File: src/rtl/calc_pkg.sv
// Shared types and constants for the calculator display path.
// Segment constants are active-high, bit order g,f,e,d,c,b,a.
package calc_pkg;

    typedef enum logic [1:0] {
        BLANK,
        SHOW,
        ERR
    } state_t;

    localparam int unsigned BCD_W = 4;
    localparam int unsigned SEG_W = 7;

    localparam logic [SEG_W-1:0] SEG_0     = 7'h3F;
    localparam logic [SEG_W-1:0] SEG_1     = 7'h06;
    localparam logic [SEG_W-1:0] SEG_2     = 7'h5B;
    localparam logic [SEG_W-1:0] SEG_3     = 7'h4F;
    localparam logic [SEG_W-1:0] SEG_4     = 7'h66;
    localparam logic [SEG_W-1:0] SEG_5     = 7'h6D;
    localparam logic [SEG_W-1:0] SEG_6     = 7'h7D;
    localparam logic [SEG_W-1:0] SEG_7     = 7'h07;
    localparam logic [SEG_W-1:0] SEG_8     = 7'h7F;
    localparam logic [SEG_W-1:0] SEG_9     = 7'h6F;
    localparam logic [SEG_W-1:0] SEG_E     = 7'h79;
    localparam logic [SEG_W-1:0] SEG_R     = 7'h50;
    localparam logic [SEG_W-1:0] SEG_BLANK = 7'h00;

    // Non-BCD codes reused by the encoder to draw the "Er" glyphs
    localparam logic [BCD_W-1:0] DIG_E = 4'hE;
    localparam logic [BCD_W-1:0] DIG_R = 4'hF;

    function automatic logic bcd_invalid(input logic [BCD_W-1:0] d);
        return d > 4'd9;
    endfunction

endpackage

File: src/rtl/seg7_encode.sv
// Combinational BCD-to-seven-segment encoder with blanking and optional
// active-low output polarity.
module seg7_encode
    import calc_pkg::*;
#(
    parameter bit ACTIVE_LOW = 1'b1
) (
    input  logic [BCD_W-1:0] digit,
    input  logic             blank,
    output logic [SEG_W-1:0] seg
);

    logic [SEG_W-1:0] seg_hi;

    always_comb begin
        seg_hi = SEG_BLANK;
        if (!blank) begin
            unique case (digit)
                4'd0:    seg_hi = SEG_0;
                4'd1:    seg_hi = SEG_1;
                4'd2:    seg_hi = SEG_2;
                4'd3:    seg_hi = SEG_3;
                4'd4:    seg_hi = SEG_4;
                4'd5:    seg_hi = SEG_5;
                4'd6:    seg_hi = SEG_6;
                4'd7:    seg_hi = SEG_7;
                4'd8:    seg_hi = SEG_8;
                4'd9:    seg_hi = SEG_9;
                DIG_E:   seg_hi = SEG_E;
                DIG_R:   seg_hi = SEG_R;
                default: seg_hi = SEG_BLANK;
            endcase
        end
    end

    assign seg = ACTIVE_LOW ? ~seg_hi : seg_hi;

endmodule

File: src/rtl/seg7_display_ctrl.sv
// Two-digit seven-segment display controller: captures a BCD pair on load,
// optionally blanks a leading zero, and blinks "Er" on overflow/invalid input.
module seg7_display_ctrl
    import calc_pkg::*;
#(
    parameter int unsigned BLINK_HALF = 25000000,
    parameter bit          ACTIVE_LOW = 1'b1
) (
    input  logic             clk1,
    input  logic             reset,
    input  logic             load,
    input  logic             clear,
    input  logic [BCD_W-1:0] tens,
    input  logic [BCD_W-1:0] ones,
    input  logic             err,
    input  logic             blank_lz,
    output logic [SEG_W-1:0] hex1,
    output logic [SEG_W-1:0] hex0,
    output logic             showing
);

    localparam int unsigned      CNT_W      = $clog2(BLINK_HALF);
    localparam logic [SEG_W-1:0] BLANK_CODE = ACTIVE_LOW ? ~SEG_BLANK : SEG_BLANK;

    state_t             state, state_nxt;
    logic [BCD_W-1:0]   tens_q, ones_q;
    logic [CNT_W-1:0]   blink_cnt;
    logic               phase_on;
    logic               load_ok, load_bad;

    logic [BCD_W-1:0]   digit1, digit0;
    logic               blank1, blank0;
    logic [SEG_W-1:0]   seg1, seg0;

    assign load_bad = load && !clear && (err || bcd_invalid(tens) || bcd_invalid(ones));
    assign load_ok  = load && !clear && !load_bad;

    always_ff @(posedge clk1) begin
        if (reset) state <= BLANK;
        else       state <= state_nxt;
    end

    always_comb begin
        state_nxt = state;
        if (clear)         state_nxt = BLANK;
        else if (load_bad) state_nxt = ERR;
        else if (load_ok)  state_nxt = SHOW;
    end

    always_ff @(posedge clk1) begin
        if (reset) begin
            tens_q <= '0;
            ones_q <= '0;
        end else if (load_ok) begin
            tens_q <= tens;
            ones_q <= ones;
        end
    end

    // Counter only runs while staying in ERR; any entry (or re-entry) restarts it
    always_ff @(posedge clk1) begin
        if (reset || load_bad || state != ERR || state_nxt != ERR) begin
            blink_cnt <= '0;
            phase_on  <= 1'b1;
        end else if (blink_cnt == CNT_W'(BLINK_HALF - 1)) begin
            blink_cnt <= '0;
            phase_on  <= ~phase_on;
        end else begin
            blink_cnt <= blink_cnt + CNT_W'(1);
        end
    end

    always_comb begin
        digit1 = '0;
        digit0 = '0;
        blank1 = 1'b1;
        blank0 = 1'b1;
        unique case (state)
            SHOW: begin
                digit1 = tens_q;
                digit0 = ones_q;
                blank1 = blank_lz && (tens_q == '0);
                blank0 = 1'b0;
            end
            ERR: begin
                digit1 = DIG_E;
                digit0 = DIG_R;
                blank1 = !phase_on;
                blank0 = !phase_on;
            end
            default: ;
        endcase
    end

    seg7_encode #(.ACTIVE_LOW(ACTIVE_LOW)) u_enc1 (
        .digit (digit1),
        .blank (blank1),
        .seg   (seg1)
    );

    seg7_encode #(.ACTIVE_LOW(ACTIVE_LOW)) u_enc0 (
        .digit (digit0),
        .blank (blank0),
        .seg   (seg0)
    );

    always_ff @(posedge clk1) begin
        if (reset) begin
            hex1    <= BLANK_CODE;
            hex0    <= BLANK_CODE;
            showing <= 1'b0;
        end else begin
            hex1    <= seg1;
            hex0    <= seg0;
            showing <= (state != BLANK);
        end
    end

endmodule

File: config.mk
export PLATFORM = sky130hd
export DESIGN_NAME = seg7_display_ctrl
export DESIGN_NICKNAME = d
export VERILOG_FILES = /design/src/rtl/calc_pkg.sv /design/src/rtl/seg7_encode.sv /design/src/rtl/seg7_display_ctrl.sv
export SDC_FILE = /design/constraint.sdc
export NUM_CORES = 1
export LEC_CHECK = 0
export CAP_MARGIN = 10
export CORE_ASPECT_RATIO = 0.6
export CORE_MARGIN = 2
export CORE_UTILIZATION = 56
export DETAILED_ROUTE_END_ITERATION = 10
export HOLD_SLACK_MARGIN = 0.06
export PLACE_DENSITY_LB_ADDON = 0.08
export SLEW_MARGIN = 5
export SYNTH_ARGS = -nofsm -noshare
export SYNTH_HDL_FRONTEND = slang
export SYNTH_SLANG_ARGS = --single-unit
export TNS_END_PERCENT = 10
File: constraint.sdc
create_clock -name clk1 -period 2.4 [get_ports clk1]
set_input_delay 0.48 -clock clk1 [delete_from_list [all_inputs] [get_ports clk1]]
set_output_delay 0.48 -clock clk1 [all_outputs]
set_load 0.01 [all_outputs]
# Yosys cells after proc, flatten, opt, wreduce, memory -nomap -nowiden
# Memories as Yosys holds them, arrays and structs flattened.
# Cells that the tools add are included.
# totals
reg_bits	51
rom_bits	224
inputBits	14
memories	2
# op_classes
addsub	1
order_cmp	2
n_eq_ne	5
muxes	9
n_bitwise	3
reduce_logical	15
# mem_list
name	words	width	rd	rd_ports_with_merged_regs	wr	line_no	rtl
(name not given)	16	7	1	0	0	seg7_encode.sv:18	unique case (digit)
(name not given)	16	7	1	0	0	seg7_encode.sv:18	
# ops
cell	count
$add A25 B1 Y25 const B	1
$eq A25 B25 Y1 const B	1
$pmux W4 S2	2
$mux W7	2
$not A7 Y7	2
$gt A4 B4 Y1 const B	2
$mux W2	3
$logic_or A1 B1 Y1	5
$logic_and A1 B1 Y1	4
$logic_not A4 Y1	1
$ne A2 B2 Y1 const B	2
$pmux W1 S2	2
$logic_not A1 Y1	3
$eq A2 B1 Y1 const B	1
$eq A2 B2 Y1 const B	1
$reduce_bool A2 Y1	1
$reduce_or A2 Y1	1
$not A1 Y1	1

# Depth between registers and ports, before layout
# Gate-level depths: netlist of the first run.
# logic_depth
word_depth	12
depth_mapped	11
ltp_nobuf	9

# Modules after synthesis
# Synthesis of the first run repeated with hierarchy kept, for this count alone.
# hier_totals
hier_cells	308
hier_area_um2	2645.0
# modules_own_cells
mod	instances	cells_per_inst	area_each_um2	seq_area_each_um2
seg7_display_ctrl	1	236	2127.0	1021.0
seg7_encode	2	36	259.0	0.0

# Worst setup path before layout of the first run
# No wires, ideal clock.
# synth_path
path_type	register -> register
from	register state[0]
to	register hex0[2]
arrival_ns	1.970
path_slack_ns	0.324
stages_incl_launch_ff	10
path_buffers	1
period_less_slack_ns	2.076
cell_sequence	dfxtp_1 > inv_1 > ha_1 > buf_2 > inv_1 > nor2_1 > inv_1 > ha_1 > or3_1 > o311ai_0
# synth_between
elab_chain_cells	5
word_cells_on_any_way	7
# synth_rtl
element	line_no	rtl
start, declared	seg7_display_ctrl.sv:25	state_t state, state_nxt;
start signal, assigned	seg7_display_ctrl.sv:40	else state <= state_nxt;
$eq A2 B2 Y1 or $eq A2 B1 Y1 (tied branches)	seg7_display_ctrl.sv:78	unique case (state)
$pmux W4 S2	seg7_display_ctrl.sv:78	
$mem_v2 Z16 W7	-	
$mux W7 *	seg7_encode.sv:17	if (!blank) begin
$not A7 Y7 *	seg7_encode.sv:36	assign seg = ACTIVE_LOW ? ~seg_hi : seg_hi;
end signal, assigned	seg7_display_ctrl.sv:114	hex0 <= seg0;
end, declared	seg7_display_ctrl.sv:18	output logic [SEG_W-1:0] hex0,
# Mark *: on every way between the ends. The rest lies on a longest branch, timed or not.
# A chain may end at the register's enable or synchronous reset.

# Final worst setup path of the first run
# layout_path
from	register state[0]
to	register hex0[3]
# Same word-level chain as after synthesis.

==> qor.yml, run 1 <==
status:
  status: "complete, no violations"
global_route:
  met3_usage_pct: 7.13
  top_usage_layer: "met1"
  grt_max_degree: 25
  grt-ovfl-total: 0
  use_met1_pct: 34.7
  grtUsageMet2_pct: 29.1
  grt_pass1_vias: 1978
  grt_usage_pct: 22.5
  grt_pass1_wl_um: 9320
  antenna_found_initial: 0
timing:
  clock_skew_ns: 0.00714
  hold_violations: 0
  fin_crit_sh_pct: 89.5
  timing.fmax_ghz: 0.466
  report.final.slew_viol_count: 0
  tightest_slew_ns: 0.509
  finalSetupTns_ns: 0
  holdWs_ns: 0.445
  slew_headroom_pct: 66.0
  finalCriticalPeriod_ns: 2.15
  setup_viol: 0
  rsz0062_at_grt: "no"
placed_design:
  placed_cells: 381
  gp_congestion: 0.866
  port_buffers: 28
  dpl.hpwl_um: 4130
critical_path:
  cp.arrival_ns: 2.33
  cp_data_required_time_ns: 2.58
  cp-end-kind: "flop"
  setup.worst_path.class: "reg2reg"
  r2r-end: "hex0[3]$_SDFF_PP1_"
  r2r-start: "state[0]$_SDFF_PP0_"
  r2r_cells: 9
  worst-path-max-fanout: 14
  r2r_setup_slack_ns: 0.25
  startpoint_type: "flop"
cells_and_area:
  final_cells: 389
  nNetsFinal: 355
  multi_input_area_um2: 1480
  nFillCells: 367
  regArea_um2: 1020
  diodes: 0
  syn_to_final_growth_pct: 16.6
  layout-drive-gt1-share_pct: 7.98
worst_hold_path:
  whs_path_depth: 1
  min_to: "blink_cnt[0]$_SDFF_PP0_"
  hp-class: "reg2reg"
  worstHoldStart: "blink_cnt[0]$_SDFF_PP0_"
power_and_ir_drop:
  swShare_pct: 23.6
  power_frac_comb_pct: 8.3
  ir_drop_v: 0.000395
  internal_power_w: 0.00113
  clkPwrFrac_pct: 33.0
  total_power_w: 0.00147
  total_leakage_power_nw: 1.13
  power.switching_w: 0.000348
  power_frac_seq_pct: 58.7
  p_per_area_nw_per_um2: 483
routing:
  wl_um: 5580
  via_per_inst: 5.65
  dr.pass1.iters: 4
  wl_per_cell_um: 14.3
  drt_iter0_markers: 107
  dr_total_vias: 2198
  drcViolationCount: 0
  antenna_left: 0
cts:
  clock_sinks: 51
  cts_tree: "built"
  root_buffer: "clkbuf_8"
  insertion_delay_ns: 0.31
  cts_setup_buffers: 0
  clk_path_buf_depth: 2
  cts_buffers: 5
  h-tree-depth: 2
  clk_pin_slew_ns: 0.09
die:
  die_y_um: 57.0
  dieArea_um2: 5260
  fp.dieW_um: 92.3
  start_util_pct: 57.7
  coreArea_um2: 4540
  ios: 29
  fp-row-count: 19
logic_synthesis:
  syn_nets: 327
  ys_seq_elements: 51
  ys_seq_area_share_pct: 39.0
  synth_cell_type_count: 44
  synth_warnings: 0
  syn-mean-instance-area_um2: 8.82
  synthCells: 297
  netlist_area_um2: 2620
  synthFlopType: "dfxtp_1"
  synth_enable_flop_cells: 0
  synthArstFlopShare_pct: 0
flow_run:
  cap_violations: 0
## synth_stat cells, types with 7 or more instances
library cell / n / area [um2]
nand2_1: 15 / 56.3
a21o_1: 7 / 52.6
ha_1: 16 / 200
a21oi_1: 18 / 90.1
dfxtp_1: 51 / 1020
nand3_1: 11 / 55.1
nor2_1: 29 / 109
inv_1: 16 / 60.1
buf_2: 7 / 35.0
o21ai_0: 16 / 80.1
mux2i_1: 11 / 110
o31ai_1: 7 / 52.6
or3_1: 8 / 50.1
xor2_1: 9 / 78.8
## critical path: stages, from the launching register on
cell and delay, ns:
dfxtp_1 0.37, inv_1 0.10, ha_1 0.43, a21o_1 0.13
nand2_1 0.15, inv_1 0.13, ha_1 0.18, o32ai_1 0.07
a21boi_0 0.32, o21ai_0 0.15
## cells in the final DEF (no fill, tap or decap), drive strengths merged, types with 2 or more instances in the layout
cell,instances
a211oi,3
a21boi,2
a21o,7
a21oi,19
a31o,2
and2,6
and3,3
and4,3
buf,7
clkbuf,6
clkdlybuf4s50,28
dfxtp,51
ha,16
inv,16
mux2i,11
nand2,15
nand2b,3
nand3,11
nand4,10
nor2,29
nor2b,3
nor3,5
nor4,4
o21a,3
o21ai,17
o311ai,2
o31ai,7
o32ai,4
or3,8
or4,6
xnor2,2
xor2,9
## registers in the layout, indices dropped and copies added, names as in the netlist
register / flops
blink_cnt: 25
tens_q: 4
ones_q: 4
hex1: 7
state: 2
showing: 1
phase_on: 1
hex0: 7
## through the flow
| step | setup WS [ns] | cell area (um2) | util, % |
|---|---|---|---|
| 4_1_cts | 0.188 | 3050 | 67.2 |
| 3_5_place_dp | 0.0941 | 2970 | 65.3 |
| 5_1_grt | 0.0250 | 3060 | 67.3 |
| 2_1_floorplan | 0.324 | 2620 | - |
| 6_report | 0.252 | 3060 | 67.3 |
| 3_3_place_gp | 0.223 | 2970 | 65.3 |
## final cells by class
class / count / area share [%]
clock buffers: 6 / 2.38
clock inverters: 2 / 0.410
inverters: 16 / 1.97
multi-input cells: 216 / 48.4
flip-flops and latches: 51 / 33.4
well taps: 63 / 2.58
repair buffers: 35 / 10.9
## cell families (layout without fill, tap and decap cells)
group	Yosys count	after routing	share of synthesized area, %
AO/OA/AOI/OAI	69	69	16.9
buffers and inverters	30	59	5.06
adder cells (fa/ha/maj)	16	16	7.64
multiplexers	11	11	4.20
AND/OR/NAND/NOR	109	109	23.6
XOR/XNOR	11	11	3.68
flip-flops	51	51	39.0
## per-layer routing
| metal | up-vias | part of all wire (%) |
|---|---|---|
| met5 | - | 0 |
| met4 | 0 | 1.5 |
| met3 | 9 | 8.9 |
| met2 | 72 | 36 |
| met1 | 994 | 53 |
| li1 | 1123 | - |
## timing repair
item | CTS | global route
endpoints found under the hold margin | 0 | 0
endpoints found under the setup margin | 0 | 4
resized for setup | 0 | 3
hold buffers | 0 | 0
## worst max path at each step
stage / start / to / slack, ns / cells past startpoint
global route: state[0]$_SDFF_PP0_ / hex1[0]$_SDFF_PP1_ / 0.03 / 9
detailed placement: reset / blink_cnt[16]$_SDFF_PP0_ / 0.09 / 6
global placement: reset / hex1[1]$_SDFF_PP1_ / 0.22 / 5
CTS: state[0]$_SDFF_PP0_ / hex1[0]$_SDFF_PP1_ / 0.19 / 8
floorplan: state[0]$_SDFF_PP0_ / hex0[2]$_SDFF_PP1_ / 0.32 / 9
finish: state[0]$_SDFF_PP0_ / hex0[3]$_SDFF_PP1_ / 0.25 / 9
## power by group through the flow
stage / clock, W / combinational, W / sequential [W]
2_1_floorplan: 0 / 0.0000563 / 0.000889
3_3_place_gp: 0 / 0.000120 / 0.000885
4_1_cts: 0.000503 / 0.000121 / 0.000865
5_1_grt: 0.000538 / 0.000135 / 0.000867
3_5_place_dp: 0 / 0.000120 / 0.000885
6_report: 0.000487 / 0.000123 / 0.000865
No activity file was read; power rests on OpenSTA's default activity.
==> run 2: changes to the inputs <==
--- a/config.mk
+++ b/config.mk
@@ -5,7 +5,6 @@
 export SDC_FILE = /design/constraint.sdc
 export NUM_CORES = 1
 export LEC_CHECK = 0
-export CAP_MARGIN = 10
 export CORE_ASPECT_RATIO = 0.6
 export CORE_MARGIN = 2
 export CORE_UTILIZATION = 56
==> results of run 2 <==
No change in the layout: final DEF, timing and power equal those of run 1.
==> run 3: changes to the inputs <==
--- a/config.mk
+++ b/config.mk
@@ -7,10 +7,11 @@
 export LEC_CHECK = 0
 export CORE_ASPECT_RATIO = 0.6
 export CORE_MARGIN = 2
-export CORE_UTILIZATION = 56
+export CORE_UTILIZATION = 50
 export DETAILED_ROUTE_END_ITERATION = 10
 export HOLD_SLACK_MARGIN = 0.06
 export PLACE_DENSITY_LB_ADDON = 0.08
+export RECOVER_POWER = 100
 export SLEW_MARGIN = 5
 export SYNTH_ARGS = -nofsm -noshare
 export SYNTH_HDL_FRONTEND = slang
==> constraint.sdc (replaced) <==
create_clock -name clk1 -period 1.9 [get_ports clk1]
set_input_delay 0.38 -clock clk1 [delete_from_list [all_inputs] [get_ports clk1]]
set_output_delay 0.38 -clock clk1 [all_outputs]
set_load 0.01 [all_outputs]
==> qor.yml, run 3 (synthesized netlist as in run 1, its figures left out) <==
timing:
  clock_skew_ns: 0.00585
  report.final.slew_viol_count: 0
  setup_viol: 0
  holdWs_ns: 0.448
  finalCriticalPeriod_ns: 1.85
  slew_headroom_pct: 63.5
  fin_crit_sh_pct: 97.2
  tightest_slew_ns: 0.548
  timing.fmax_ghz: 0.542
  hold_violations: 0
  rsz0062_at_grt: "yes"
cells_and_area:
  regArea_um2: 1020
  nNetsFinal: 387
  syn_to_final_growth_pct: 28.7
  layout-drive-gt1-share_pct: 17.3
  layout_common_cells: "51 x dfxtp_1, 36 x buf_4, 28 x nor2_1"
  top_regs: "blink_cnt (25), hex0 (7), hex1 (7)"
  nFillCells: 422
  design_area_um2: 3370
  layout.cells.most_common: "dfxtp_1"
  largest_register_ffs: 25
  multi_input_area_um2: 1510
  finish.utilization_pct: 66.7
  regMostFlops: "blink_cnt"
  diodes: 0
die:
  die_y_um: 60.1
  dieArea_um2: 5850
  fp-row-count: 20
  coreArea_um2: 5050
  ios: 29
  fp.dieW_um: 97.5
  start_util_pct: 51.8
cts:
  clk_path_buf_depth: 2
  cts_hold_buf: 0
  insertion_delay_ns: 0.31
  clk_pin_slew_ns: 0.10
  cts_setup_buffers: 0
  clock_sinks: 51
  root_buffer: "clkbuf_8"
  cts_buffers: 5
  cts_tree: "built"
  h-tree-depth: 2
placed_design:
  gp_congestion: 0.857
  port_buffers: 28
  placed_cell_area_um2: 3230
  dpl.hpwl_um: 4530
critical_path:
  cp-end-kind: "flop"
  path_cells: "inv_1 -> ha_2 -> a21o_1 -> nand2_1 -> ha_1 -> nor3_1 -> a21oi_1 -> o21ai_0"
  cp_data_required_time_ns: 2.14
  slowest_delay_ns: 0.35
  slowest_stage: "ha_1"
  cp.arrival_ns: 2.09
  startpoint_type: "flop"
  worst-path-max-fanout: 6
  setup.worst_path.class: "reg2reg"
  r2r-start: "state[1]$_SDFF_PP0_"
  setup.worst_path.start: "state[1]$_SDFF_PP0_"
power_and_ir_drop:
  power_frac_seq_pct: 50.2
  clkPwrFrac_pct: 41.5
  internal_power_w: 0.00171
  power.switching_w: 0.000468
  swShare_pct: 21.5
  ir_drop_v: 0.000308
  p_per_area_nw_per_um2: 645
  total_leakage_power_nw: 1.27
  power_frac_comb_pct: 8.3
global_route:
  grt_max_degree: 25
  grt_pass1_vias: 2124
  antenna_found_initial: 0
  grt_usage_pct: 23.0
  grt-ovfl-total: 0
  grt_pass1_wl_um: 10500
routing:
  drt_iter0_markers: 92
  dr.pass1.iters: 5
  wl_um: 6170
  drcViolationCount: 0
  via_per_inst: 5.49
  wl_per_cell_um: 14.6
  dr_total_vias: 2329
  antenna_left: 0
worst_hold_path:
  hp-class: "reg2reg"
  worstHoldStart: "blink_cnt[0]$_SDFF_PP0_"
flow_run:
  cap_violations: 0
status:
  status: "complete, no violations"
-- run 3: what timing repair did --
item                       4_1_cts  5_1_grt
resized for setup                5        7
setup endpoints to repair       14       25
pin swaps                        0        1
-- run 3: power groups by stage --
stage | sequential, W | clock (W) | combinational [W]
floorplan | 0.00112 | 0 | 0.0000730
global placement | 0.00112 | 0 | 0.000178
detailed placement | 0.00112 | 0 | 0.000179
CTS | 0.00109 | 0.000924 | 0.000185
global route | 0.00109 | 0.000959 | 0.000197
finish | 0.00109 | 0.000903 | 0.000181
-- run 3: final cells by class --
type | instances | share of cell area [%]
clock buffers | 5 | 2.04
clock inverters | 3 | 2.00
inverters | 16 | 1.78
multi-input cells | 216 | 44.7
flip-flops and latches | 51 | 30.3
well taps | 66 | 2.45
repair buffers | 67 | 16.8
-- run 3: per-layer routing --
layer / vias up / share of wire, % / GRT usage, %
met5: - / 0 / 0
met1: 1061 / 53 / 36.4
met3: 7 / 8.4 / 4.80
li1: 1185 / - / -
met4: 0 / 0.86 / 5.36
met2: 76 / 38 / 31.1
-- run 3: path summary, 6_finish.rpt --
kind / end / depth (start not counted) / slack (ns)
hold reg to reg: blink_cnt[0]$_SDFF_PP0_ / 1 / 0.45
hold / removal: blink_cnt[0]$_SDFF_PP0_ / 1 / 0.45
setup / recovery: hex0[3]$_SDFF_PP1_ / 8 / 0.05
setup reg to reg: hex0[3]$_SDFF_PP1_ / 8 / 0.05
-- run 3: stage by stage --
stage,setup WS (ns),instances,setup TNS (ns),total power (W)
after CTS,-0.0199,424,-0.0361,0.00220
after global routing,-0.0518,424,-0.347,0.00225
after floorplan,0.0255,297,0,0.00120
after detailed placement,-0.173,416,-2.75,0.00130
after global placement,-0.0655,416,-1.68,0.00129
final,0.0535,424,0,0.00218
-- run 3: critical path, delay by kind of cell (launching register included) --
kind            cells  cell delay (ns)
flops               1             0.33
compound gates      3             0.33
simple gates        2             0.38
buf+inv             1             0.11
fa+ha+maj           2             0.61
